===== config.mk =====
export PLATFORM = sky130hd
export DESIGN_NAME = uart_fifo_sched_flat
export DESIGN_NICKNAME = d
export VERILOG_FILES = /design/src/rtl/uart_pkg.sv /design/src/rtl/uart_fifo_sched_if.sv /design/src/rtl/uart_rr_arb2.sv /design/src/rtl/uart_fifo_sched.sv /design/src/flat_wrapper.sv
export SDC_FILE = /design/constraint.sdc
export NUM_CORES = 1
export LEC_CHECK = 0
export ABC_AREA = 1
export ABC_CLOCK_PERIOD_IN_PS = 2500
export BUFFER_PORTS_ARGS = -buffer_cell sky130_fd_sc_hd__buf_2
export CAP_MARGIN = 0
export CORE_MARGIN = 8
export CORE_UTILIZATION = 40
export DETAILED_ROUTE_END_ITERATION = 16
export PLACE_DENSITY = 0.73
export SKIP_CTS_REPAIR_TIMING = 1
export SYNTH_ARGS = -nofsm -noshare
export SYNTH_HDL_FRONTEND = slang
export SYNTH_SLANG_ARGS = --single-unit

===== constraint.sdc =====
create_clock -name clk -period 2.5 [get_ports clk]
set_clock_uncertainty 0.05 [all_clocks]
set_input_delay 0.5 -clock clk [delete_from_list [all_inputs] [get_ports clk]]
set_output_delay 0.5 -clock clk [all_outputs]
set_load 0.01 [all_outputs]

===== src/rtl/uart_pkg.sv =====
// Shared definitions for the UART FIFO scheduler: byte width and drain states.
package uart_pkg;

  localparam int BYTE_W = 8;

  typedef enum logic [1:0] {
    SCHED_IDLE    = 2'd0,
    SCHED_FETCH   = 2'd1,
    SCHED_PRESENT = 2'd2,
    SCHED_POP     = 2'd3
  } sched_state_e;

endpackage


===== src/rtl/uart_fifo_sched_if.sv =====
// Bundle of requester, FIFO and transmitter signals around the scheduler.
// slave  = the scheduler's view, master = the surrounding system.
interface uart_fifo_sched_if;
  import uart_pkg::*;

  logic              enable;
  logic              clear_flags;
  logic              a_valid;
  logic [BYTE_W-1:0] a_data;
  logic              a_ready;
  logic              b_valid;
  logic [BYTE_W-1:0] b_data;
  logic              b_ready;
  logic              fifo_write_strobe;
  logic [BYTE_W-1:0] fifo_write_data;
  logic [31:0]       fifo_write_available;
  logic              fifo_full;
  logic              fifo_empty;
  logic              fifo_read_strobe;
  logic [BYTE_W-1:0] fifo_read_data;
  logic              fifo_overflow;
  logic              fifo_underflow;
  logic              tx_valid;
  logic [BYTE_W-1:0] tx_data;
  logic              tx_ready;
  logic              overflow_seen;
  logic              underflow_seen;
  logic [31:0]       tx_count;

  modport slave (
    input  enable, clear_flags, a_valid, a_data, b_valid, b_data,
           fifo_write_available, fifo_full, fifo_empty, fifo_read_data,
           fifo_overflow, fifo_underflow, tx_ready,
    output a_ready, b_ready, fifo_write_strobe, fifo_write_data,
           fifo_read_strobe, tx_valid, tx_data, overflow_seen,
           underflow_seen, tx_count
  );

  modport master (
    output enable, clear_flags, a_valid, a_data, b_valid, b_data,
           fifo_write_available, fifo_full, fifo_empty, fifo_read_data,
           fifo_overflow, fifo_underflow, tx_ready,
    input  a_ready, b_ready, fifo_write_strobe, fifo_write_data,
           fifo_read_strobe, tx_valid, tx_data, overflow_seen,
           underflow_seen, tx_count
  );

endinterface


===== src/rtl/uart_rr_arb2.sv =====
// Two-input round-robin grant with per-input enable. Grants are combinational;
// only the "last served was B" bit is stored, and it moves only on a grant
// (a grant always coincides with a completed transfer).
module uart_rr_arb2 (
  input  logic clk,
  input  logic rst,
  input  logic i_req_a,
  input  logic i_req_b,
  input  logic i_en_a,
  input  logic i_en_b,
  output logic o_gnt_a,
  output logic o_gnt_b
);

  logic r_last_b;
  logic w_ra;
  logic w_rb;

  assign w_ra    = i_req_a & i_en_a;
  assign w_rb    = i_req_b & i_en_b;
  assign o_gnt_a = !rst && w_ra && (!w_rb || r_last_b);
  assign o_gnt_b = !rst && w_rb && (!w_ra || !r_last_b);

  // Remember who was served last; reset to B so A wins the first tie.
  always_ff @(posedge clk or posedge rst) begin
    if (rst) begin
      r_last_b <= 1'b1;
    end else if (o_gnt_a) begin
      r_last_b <= 1'b0;
    end else if (o_gnt_b) begin
      r_last_b <= 1'b1;
    end
  end

endmodule


===== src/rtl/uart_fifo_sched.sv =====
// Write-side arbiter and read-side drain sequencer for a uart_fifo.
//
//   state         | meaning
//   SCHED_IDLE    | waiting for enable && FIFO non-empty
//   SCHED_FETCH   | one cycle for the registered BRAM read data
//   SCHED_PRESENT | byte latched, tx_valid high until tx_ready
//   SCHED_POP     | fifo_read_strobe high for one cycle
module uart_fifo_sched
  import uart_pkg::*;
#(
  parameter int RESERVE = 4
) (
  input logic          clk,
  input logic          rst,
  uart_fifo_sched_if.slave bus
);

  localparam logic [31:0] A_THRESH = 32'(RESERVE + 1);

  sched_state_e      r_state;
  logic              r_tx_valid;
  logic [BYTE_W-1:0] r_tx_data;
  logic              r_rd_strobe;
  logic [31:0]       r_tx_count;
  logic              r_ovf_seen;
  logic              r_udf_seen;

  logic w_a_ok;
  logic w_b_ok;
  logic w_gnt_a;
  logic w_gnt_b;
  logic w_accept;

  // A keeps RESERVE entries free for B's priority traffic.
  assign w_b_ok = !bus.fifo_full;
  assign w_a_ok = !bus.fifo_full && (bus.fifo_write_available > A_THRESH);

  uart_rr_arb2 u_arb (
    .clk     (clk),
    .rst     (rst),
    .i_req_a (bus.a_valid),
    .i_req_b (bus.b_valid),
    .i_en_a  (w_a_ok),
    .i_en_b  (w_b_ok),
    .o_gnt_a (w_gnt_a),
    .o_gnt_b (w_gnt_b)
  );

  assign bus.a_ready           = w_gnt_a;
  assign bus.b_ready           = w_gnt_b;
  assign bus.fifo_write_strobe = w_gnt_a | w_gnt_b;
  assign bus.fifo_write_data   = w_gnt_a ? bus.a_data :
                                 w_gnt_b ? bus.b_data : '0;

  assign w_accept = (r_state == SCHED_PRESENT) && bus.tx_ready;

  assign bus.tx_valid         = r_tx_valid;
  assign bus.tx_data          = r_tx_data;
  assign bus.fifo_read_strobe = r_rd_strobe;
  assign bus.tx_count         = r_tx_count;
  assign bus.overflow_seen    = r_ovf_seen;
  assign bus.underflow_seen   = r_udf_seen;

  // Drain sequencer with registered outputs and the sent-byte counter.
  always_ff @(posedge clk or posedge rst) begin
    if (rst) begin
      r_state     <= SCHED_IDLE;
      r_tx_valid  <= 1'b0;
      r_tx_data   <= '0;
      r_rd_strobe <= 1'b0;
      r_tx_count  <= '0;
    end else begin
      r_rd_strobe <= 1'b0;
      case (r_state)
        SCHED_IDLE: begin
          if (bus.enable && !bus.fifo_empty) r_state <= SCHED_FETCH;
        end
        SCHED_FETCH: begin
          r_tx_data  <= bus.fifo_read_data;
          r_tx_valid <= 1'b1;
          r_state    <= SCHED_PRESENT;
        end
        SCHED_PRESENT: begin
          // The head entry is popped only after the transmitter took it.
          if (bus.tx_ready) begin
            r_tx_valid  <= 1'b0;
            r_rd_strobe <= 1'b1;
            r_state     <= SCHED_POP;
          end
        end
        SCHED_POP: begin
          r_state <= SCHED_IDLE;
        end
        default: r_state <= SCHED_IDLE;
      endcase

      if (bus.clear_flags) begin
        r_tx_count <= {31'd0, w_accept};
      end else if (w_accept) begin
        r_tx_count <= r_tx_count + 32'd1;
      end
    end
  end

  // Sticky FIFO error flags; a pulse coinciding with clear still sets.
  always_ff @(posedge clk or posedge rst) begin
    if (rst) begin
      r_ovf_seen <= 1'b0;
      r_udf_seen <= 1'b0;
    end else begin
      r_ovf_seen <= (r_ovf_seen && !bus.clear_flags) || bus.fifo_overflow;
      r_udf_seen <= (r_udf_seen && !bus.clear_flags) || bus.fifo_underflow;
    end
  end

endmodule


===== src/flat_wrapper.sv =====
// flat-port wrapper written by rule: the top's interface ports become plain ports
module uart_fifo_sched_flat import uart_pkg::*;
#(
  parameter int RESERVE = 4
)
  (clk, rst, bus_enable, bus_clear_flags, bus_a_valid, bus_a_data, bus_b_valid, bus_b_data, bus_fifo_write_available, bus_fifo_full, bus_fifo_empty, bus_fifo_read_data, bus_fifo_overflow, bus_fifo_underflow, bus_tx_ready, bus_a_ready, bus_b_ready, bus_fifo_write_strobe, bus_fifo_write_data, bus_fifo_read_strobe, bus_tx_valid, bus_tx_data, bus_overflow_seen, bus_underflow_seen, bus_tx_count);
  uart_fifo_sched_if bus_i ();
  input logic clk;
  input logic rst;
  input wire logic [$bits(bus_i.enable)-1:0] bus_enable;
  input wire logic [$bits(bus_i.clear_flags)-1:0] bus_clear_flags;
  input wire logic [$bits(bus_i.a_valid)-1:0] bus_a_valid;
  input wire logic [$bits(bus_i.a_data)-1:0] bus_a_data;
  input wire logic [$bits(bus_i.b_valid)-1:0] bus_b_valid;
  input wire logic [$bits(bus_i.b_data)-1:0] bus_b_data;
  input wire logic [$bits(bus_i.fifo_write_available)-1:0] bus_fifo_write_available;
  input wire logic [$bits(bus_i.fifo_full)-1:0] bus_fifo_full;
  input wire logic [$bits(bus_i.fifo_empty)-1:0] bus_fifo_empty;
  input wire logic [$bits(bus_i.fifo_read_data)-1:0] bus_fifo_read_data;
  input wire logic [$bits(bus_i.fifo_overflow)-1:0] bus_fifo_overflow;
  input wire logic [$bits(bus_i.fifo_underflow)-1:0] bus_fifo_underflow;
  input wire logic [$bits(bus_i.tx_ready)-1:0] bus_tx_ready;
  output wire logic [$bits(bus_i.a_ready)-1:0] bus_a_ready;
  output wire logic [$bits(bus_i.b_ready)-1:0] bus_b_ready;
  output wire logic [$bits(bus_i.fifo_write_strobe)-1:0] bus_fifo_write_strobe;
  output wire logic [$bits(bus_i.fifo_write_data)-1:0] bus_fifo_write_data;
  output wire logic [$bits(bus_i.fifo_read_strobe)-1:0] bus_fifo_read_strobe;
  output wire logic [$bits(bus_i.tx_valid)-1:0] bus_tx_valid;
  output wire logic [$bits(bus_i.tx_data)-1:0] bus_tx_data;
  output wire logic [$bits(bus_i.overflow_seen)-1:0] bus_overflow_seen;
  output wire logic [$bits(bus_i.underflow_seen)-1:0] bus_underflow_seen;
  output wire logic [$bits(bus_i.tx_count)-1:0] bus_tx_count;
  assign bus_i.enable = bus_enable;
  assign bus_i.clear_flags = bus_clear_flags;
  assign bus_i.a_valid = bus_a_valid;
  assign bus_i.a_data = bus_a_data;
  assign bus_i.b_valid = bus_b_valid;
  assign bus_i.b_data = bus_b_data;
  assign bus_i.fifo_write_available = bus_fifo_write_available;
  assign bus_i.fifo_full = bus_fifo_full;
  assign bus_i.fifo_empty = bus_fifo_empty;
  assign bus_i.fifo_read_data = bus_fifo_read_data;
  assign bus_i.fifo_overflow = bus_fifo_overflow;
  assign bus_i.fifo_underflow = bus_fifo_underflow;
  assign bus_i.tx_ready = bus_tx_ready;
  assign bus_a_ready = bus_i.a_ready;
  assign bus_b_ready = bus_i.b_ready;
  assign bus_fifo_write_strobe = bus_i.fifo_write_strobe;
  assign bus_fifo_write_data = bus_i.fifo_write_data;
  assign bus_fifo_read_strobe = bus_i.fifo_read_strobe;
  assign bus_tx_valid = bus_i.tx_valid;
  assign bus_tx_data = bus_i.tx_data;
  assign bus_overflow_seen = bus_i.overflow_seen;
  assign bus_underflow_seen = bus_i.underflow_seen;
  assign bus_tx_count = bus_i.tx_count;
  uart_fifo_sched #(.RESERVE(RESERVE)) u_core (.clk(clk), .rst(rst), .bus(bus_i));
endmodule

**Word level (Yosys, flattened, before mapping)**

Cells that the tools add are included.

- Add/sub/neg operators: 1
- $lt $le $gt $ge: 1
- Reductions and logical operators: 26
- Equal/unequal tests: 5
- Multiplexer cells: 13
- Bitwise gates (word level): 3

Operators by type and width:

| cell | count |
|---|---|
| $mux 32 | 2 |
| $add 32x1->32 const B | 1 |
| $gt 32x3->1 const B | 1 |
| $mux 8 | 2 |
| $logic_and 1x1->1 | 9 |
| $pmux 2 s4 | 1 |
| $logic_not 1->1 | 7 |
| $reduce_bool 2->1 | 3 |
| $mux 1 | 5 |
| $eq 2x2->1 const B | 2 |
| $logic_or 1x1->1 | 4 |
| $mux 2 | 2 |
| $reduce_and 2->1 | 2 |
| $and 1x1->1 | 2 |
| $eq 2x1->1 const B | 1 |
| $logic_not 2->1 | 1 |
| $ne 2x1->1 const B | 1 |
| $ne 2x2->1 const B | 1 |
| $pmux 1 s2 | 1 |
| $or 1x1->1 | 1 |

- Input port bits: 67
- Word-level logic and storage cells: 57
- Output and inout bits: 55
- Register bits: 47

**Logic depth before layout (Yosys ltp)**

- Depth after elaboration: 8
- Mapped depth: 11
- Depth with buffers taken out: 10

**Hierarchy**

A second synthesis with hierarchy kept.

- Cells, all modules: 387
- Area, all modules: 2826.5 um^2

Modules (own cells, without submodules):

| module | area each (um^2) | cells each | sequential area each (um^2) | times used |
|---|---|---|---|---|
| uart_fifo_sched | 2751.4 | 375 | 1151.1 | 1 |
| uart_rr_arb2 | 75.1 | 12 | 26.3 | 1 |

**Least setup slack after synthesis**

No wires, ideal clock.

- Path type: in2out
- From: in rst
- To: out bus_fifo_write_strobe
- Slack: -216 ps
- Arrival time: 2166 ps
- Required time: 1950 ps
- Stages: 5
- Path buffers: 0
- Cells stage by stage: inv_1 o21ai_0 clkinv_1 nand3_1 nand2_1

- Word-level cells in the longest chain between the ends: 4
- Elaborated cells between the ends (all ways): 6
- Classes of those cells: bitwise (1); reduce/logical (5)

RTL lines:

| element | RTL line | source |
|---|---|---|
| from (decl) | flat_wrapper.sv:9 | `input logic rst;` |
| $logic_not 1->1 (no source line) (*) | - |  |
| $logic_and 1x1->1, on equally long branches (2 in a row) | uart_rr_arb2.sv:21, uart_rr_arb2.sv:22 |  |
| $or 1x1->1 (*) | uart_fifo_sched.sv:51 | `assign bus.fifo_write_strobe = w_gnt_a \| w_gnt_b;` |
| to (decl) | flat_wrapper.sv:25 | `output wire logic [$bits(bus_i.fifo_write_strobe)-1:0] bus_fifo_write_strobe;` |

Mark *: on every way between the ends. The rest lies on a longest branch, timed or not.

**Worst setup path in the final report**

- From: in bus_fifo_write_available[15]
- To: out bus_fifo_write_data[6]

- Word-level cells in the longest chain between the ends: 8
- Elaborated cells between the ends (all ways): 10
- Classes of those cells: order compare (1); mux (2); bitwise (1); reduce/logical (6)

RTL lines:

| element | RTL line | source |
|---|---|---|
| from (decl) | flat_wrapper.sv:16 | `input wire logic [$bits(bus_i.fifo_write_available)-1:0] bus_fifo_write_available;` |
| $gt 32x3->1 (*) | uart_fifo_sched.sv:36 | `assign w_a_ok = !bus.fifo_full && (bus.fifo_write_available > A_THRESH);` |
| $logic_and 1x1->1 (*) | uart_fifo_sched.sv:36 |  |
| $and 1x1->1 (*) | uart_rr_arb2.sv:19 | `assign w_ra = i_req_a & i_en_a;` |
| $logic_not 1->1 | uart_rr_arb2.sv:22 | `assign o_gnt_b = !rst && w_rb && (!w_ra \|\| !r_last_b);` |
| $logic_or 1x1->1 | uart_rr_arb2.sv:22 |  |
| $logic_and 1x1->1 | uart_rr_arb2.sv:22 |  |
| $mux 8 | uart_fifo_sched.sv:53 | `w_gnt_b ? bus.b_data : '0;` |
| $mux 8 (*) | uart_fifo_sched.sv:52 | `assign bus.fifo_write_data = w_gnt_a ? bus.a_data :` |
| to (decl) | flat_wrapper.sv:26 | `output wire logic [$bits(bus_i.fifo_write_data)-1:0] bus_fifo_write_data;` |

Marked as above.

==> reports/results.ini <==
[run_status]
run_status = complete, no violations

[worst_setup_path]
beginning_of_the_worst_register_to_register_path = u_core.r_state[0]
reg2reg_depth = 10
timing.critical_path.from = bus_fifo_write_available[15]
critical-path-slowest-cell = sky130_fd_sc_hd__nand3_2
timing.reg2reg.setup_slack_ns = 0.60
critical_path.startpoint_type = primary input
critPathRequiredTime_ns = 1.95
endpoint_of_the_worst_setup_timing_path = bus_fifo_write_data[6]
largest_fanout_on_the_critical_path = 10
cpLargestDelayFamily = simple AND/OR/NAND/NOR gates
reg2reg_to = u_core.bus.tx_count[22]
worst-endpoint-arrival_ns = 1.62
criticalPathCategory = in -> out
critical_path_depth = 10
critPathCaptureType = primary output
cp_cell_sequence = buf_2 > nor2_1 > and2_0 > nand2_1 > nor2_1 > nand2_2 > nand3_2 > nand3_1 > nand2_1 > buf_2
cp_num_buf_inv = 2
crit_path_max_incr_delay_ns = 0.19

[clock_tree]
cts_tree = yes
cts-buffers-inserted = 5
cts.path.max_buffers = 2
cts_root_buffer = sky130_fd_sc_hd__clkbuf_8
insertion_delay_ns = 0.30
numClockSinks = 47
cts-htree-levels = 2
clkTransAtPathRegs_ns = 0.08

[yosys]
synth_top_cell_area_share = 0.3905
post_synth_design_cell_area_mm2 = 0.002948
post_synth_num_cell_types = 33
synth_top_cells_by_area = sky130_fd_sc_hd__dfrtp_1 39%, sky130_fd_sc_hd__nand2_1 13%, sky130_fd_sc_hd__nor2_1 8.3%, sky130_fd_sc_hd__inv_1 7.9%, sky130_fd_sc_hd__nand3_1 5.4%
synth_area_per_cell_um2 = 7.086
share_of_synthesized_area_occupied_by_flip_flops_and_latches = 0.3994
mappedNetlistNets = 488
yosysWarningCount = 0
synth_area_leader_cell = sky130_fd_sc_hd__dfrtp_1
ys_seq_elements = 47
synthCells = 416

[drt]
dr_wl_met3_um = 728
wirelength_mm = 8.482
detail_route.first_pass.iterations = 4
final_ant_viol_nets = 0
num_vias = 3127
detail_route.iter0.violations = 108
topRoutingLayerUsed = met4
route.met2.wl_mm = 4.076
wirelength_met1_mm = 3.561
route.detailed.vias_per_inst = 4.871
drt-wirelength-per-cell_um = 13.21
detail_route.drc_violations = 0

[sta]
tightestPinTransition_ns = 0.5955
timing_hold_violations_final = 0
fin_crit_ns = 2.167
ratio_of_final_minimum_period_to_clock_period = 0.8669
achievable-frequency_mhz = 461.4
setup_tns_ns = 0
slew_viol_final = 0
rsz_0062_raised_after_global_routing = no
max_slew_headroom = 0.6030
setup-violations-final = 0
post-route-worst-setup-slack_ns = 0.3329

[placed_design]
post-place-ws_ns = 0.1948
place.port_buffers = 120
gp_routability_congestion = 0.8715
place_hpwl_mm = 6.893

[grt]
first_pass_grt_wire_length_mm = 14.36
grt_remaining_overflow = 0
first_global_vias = 3168
antenna_found_initial = 0
grt_start_max_net_pins = 48
grt_util_all_layers = 0.1680

[layout]
drive_above_1_share = 0.2983
diodes = 0
synthToLayoutAreaGrowth_pct = 28.18
number_of_nets_in_the_final_layout = 615
final_core_util = 0.5238

[floorplan]
die-height_um = 101.8
width_of_the_die_um = 101.8
floorplan.rows = 31
die_area_mm2 = 0.01037
initial_standard_cell_utilization_of_the_core = 0.4086
io-pin-count = 122
core_region_area_mm2 = 0.007214

[pwr]
cell_internal_pwr_mw = 1.363
switching_share = 0.3184
switching_power_total_mw = 0.6370
design_power_total_mw = 2.000
comb_power_share = 0.300
p_per_area_mw_per_mm2 = 529.4
pwr-share-seq = 0.469
irDropWorstVdd_uv = 414.1
static-leakage-power_nw = 2.023
clockPowerShare = 0.231

[worst_hold_path]
hold_class = in -> reg

[job]
max_cap_violations = 0

## synth_stat cells
cell type,n
sky130_fd_sc_hd__a211oi_1,1
sky130_fd_sc_hd__and2_1,1
sky130_fd_sc_hd__o21a_1,1
sky130_fd_sc_hd__inv_1,62
sky130_fd_sc_hd__nand3_1,32
sky130_fd_sc_hd__nor3b_1,1
sky130_fd_sc_hd__mux2_2,8
sky130_fd_sc_hd__a21o_1,2
sky130_fd_sc_hd__nor2_2,4
sky130_fd_sc_hd__ha_1,5
sky130_fd_sc_hd__buf_2,1
sky130_fd_sc_hd__a31oi_1,2
sky130_fd_sc_hd__nor2_4,5
sky130_fd_sc_hd__o31ai_1,1
sky130_fd_sc_hd__o21ai_1,2
sky130_fd_sc_hd__nand2_1,101
sky130_fd_sc_hd__nor3_1,7
sky130_fd_sc_hd__clkbuf_1,3
sky130_fd_sc_hd__clkinv_1,2
sky130_fd_sc_hd__xor2_1,2
sky130_fd_sc_hd__nand4_1,18
sky130_fd_sc_hd__dfstp_2,1
sky130_fd_sc_hd__a21oi_1,17
sky130_fd_sc_hd__and3_1,1
sky130_fd_sc_hd__o21ai_0,12
sky130_fd_sc_hd__nand2_2,6
sky130_fd_sc_hd__nor2_1,65
sky130_fd_sc_hd__and2_0,2
sky130_fd_sc_hd__dfrtp_1,46
sky130_fd_sc_hd__a31o_2,1
sky130_fd_sc_hd__nand3_2,2
sky130_fd_sc_hd__nor3_4,1
sky130_fd_sc_hd__buf_6,1
## stage by stage
stage | cell area [µm²] | cells | hold slack, ns
4_1_cts | 3774 | 642 | 0.3176
6_report | 3779 | 642 | 0.3294
3_3_place_gp | 3686 | 635 | 0.4096
2_1_floorplan | 2952 | 416 | 0.4704
3_5_place_dp | 3686 | 635 | 0.4177
5_1_grt | 3779 | 642 | 0.3187
## layout make-up
| class | instances | area, µm² |
|---|---|---|
| flip-flops and latches | 47 | 1177 |
| multi-input cells | 300 | 1508 |
| inverters | 64 | 244.0 |
| fillers | 737 | 3436 |
| well taps | 99 | 123.9 |
| repair buffers | 125 | 638.1 |
| clock buffers | 6 | 82.58 |
| clock inverters | 1 | 5.005 |
## how the worst min path moves through the flow
stage	start	end	slack (ns)	cells past startpoint
CTS	bus_fifo_overflow	u_core.bus.overflow_seen	0.32	2
global placement	u_core.bus.underflow_seen	u_core.bus.underflow_seen	0.41	1
detailed placement	u_core.bus.overflow_seen	u_core.bus.overflow_seen	0.42	1
floorplan	u_core.bus.overflow_seen	u_core.bus.overflow_seen	0.47	1
global route	bus_fifo_overflow	u_core.bus.overflow_seen	0.32	2
finish	bus_fifo_overflow	u_core.bus.overflow_seen	0.33	2
## metal layers
layer / vias to the layer above / GRT usage
met5: - / 0
met4: 0 / 0.05192
met3: 10 / 0.04496
met2: 110 / 0.2948
met1: 1428 / 0.1946
li1: 1579 / -
## flip-flops by register name, indices dropped and copies added, names as in the netlist
name                         flops
u_core.bus.tx_count             32
u_core.bus.tx_data               8
u_core.r_state                   2
u_core.bus.fifo_read_strobe      1
u_core.bus.overflow_seen         1
u_core.bus.tx_valid              1
u_core.bus.underflow_seen        1
u_core.u_arb.r_last_b            1
## power groups by stage
stage                     Clock (mW)  Combinational (mW)  Sequential [mW]
final                          0.463               0.600            0.937
after global routing           0.518               0.667            0.953
after CTS                      0.490               0.618            0.939
after detailed placement           0               0.617            0.953
after global placement             0               0.591            0.944
after floorplan                    0               0.329            0.992
## cell families after synthesis
logic type	Yosys count	share of synthesized area
muxes	8	0.03056
and+or+nand+nor	246	0.3795
AOI/OAI and AO/OA	39	0.07258
adders and majority gates	5	0.02122
xor gates and xnor gates	2	0.005943
DFF	47	0.3994
buffers and inverters	69	0.09083
## placed cells by master (no fill, tap or decap), drive strengths merged
| cell | count |
|---|---|
| nor3b | 1 |
| a21oi | 17 |
| a31oi | 2 |
| nand4 | 18 |
| nor3 | 8 |
| clkinv | 3 |
| buf | 125 |
| ha | 5 |
| xor2 | 2 |
| clkinvlp | 1 |
| a211oi | 1 |
| o21ai | 14 |
| mux2 | 8 |
| clkbuf | 6 |
| inv | 61 |
| and2 | 3 |
| a31o | 1 |
| and3 | 1 |
| o21a | 1 |
| o31ai | 1 |
| nor2 | 74 |
| nand2 | 107 |
| nand3 | 34 |
| dfrtp | 46 |
| dfstp | 1 |
| a21o | 2 |
(Power assumes the default switching activity.)
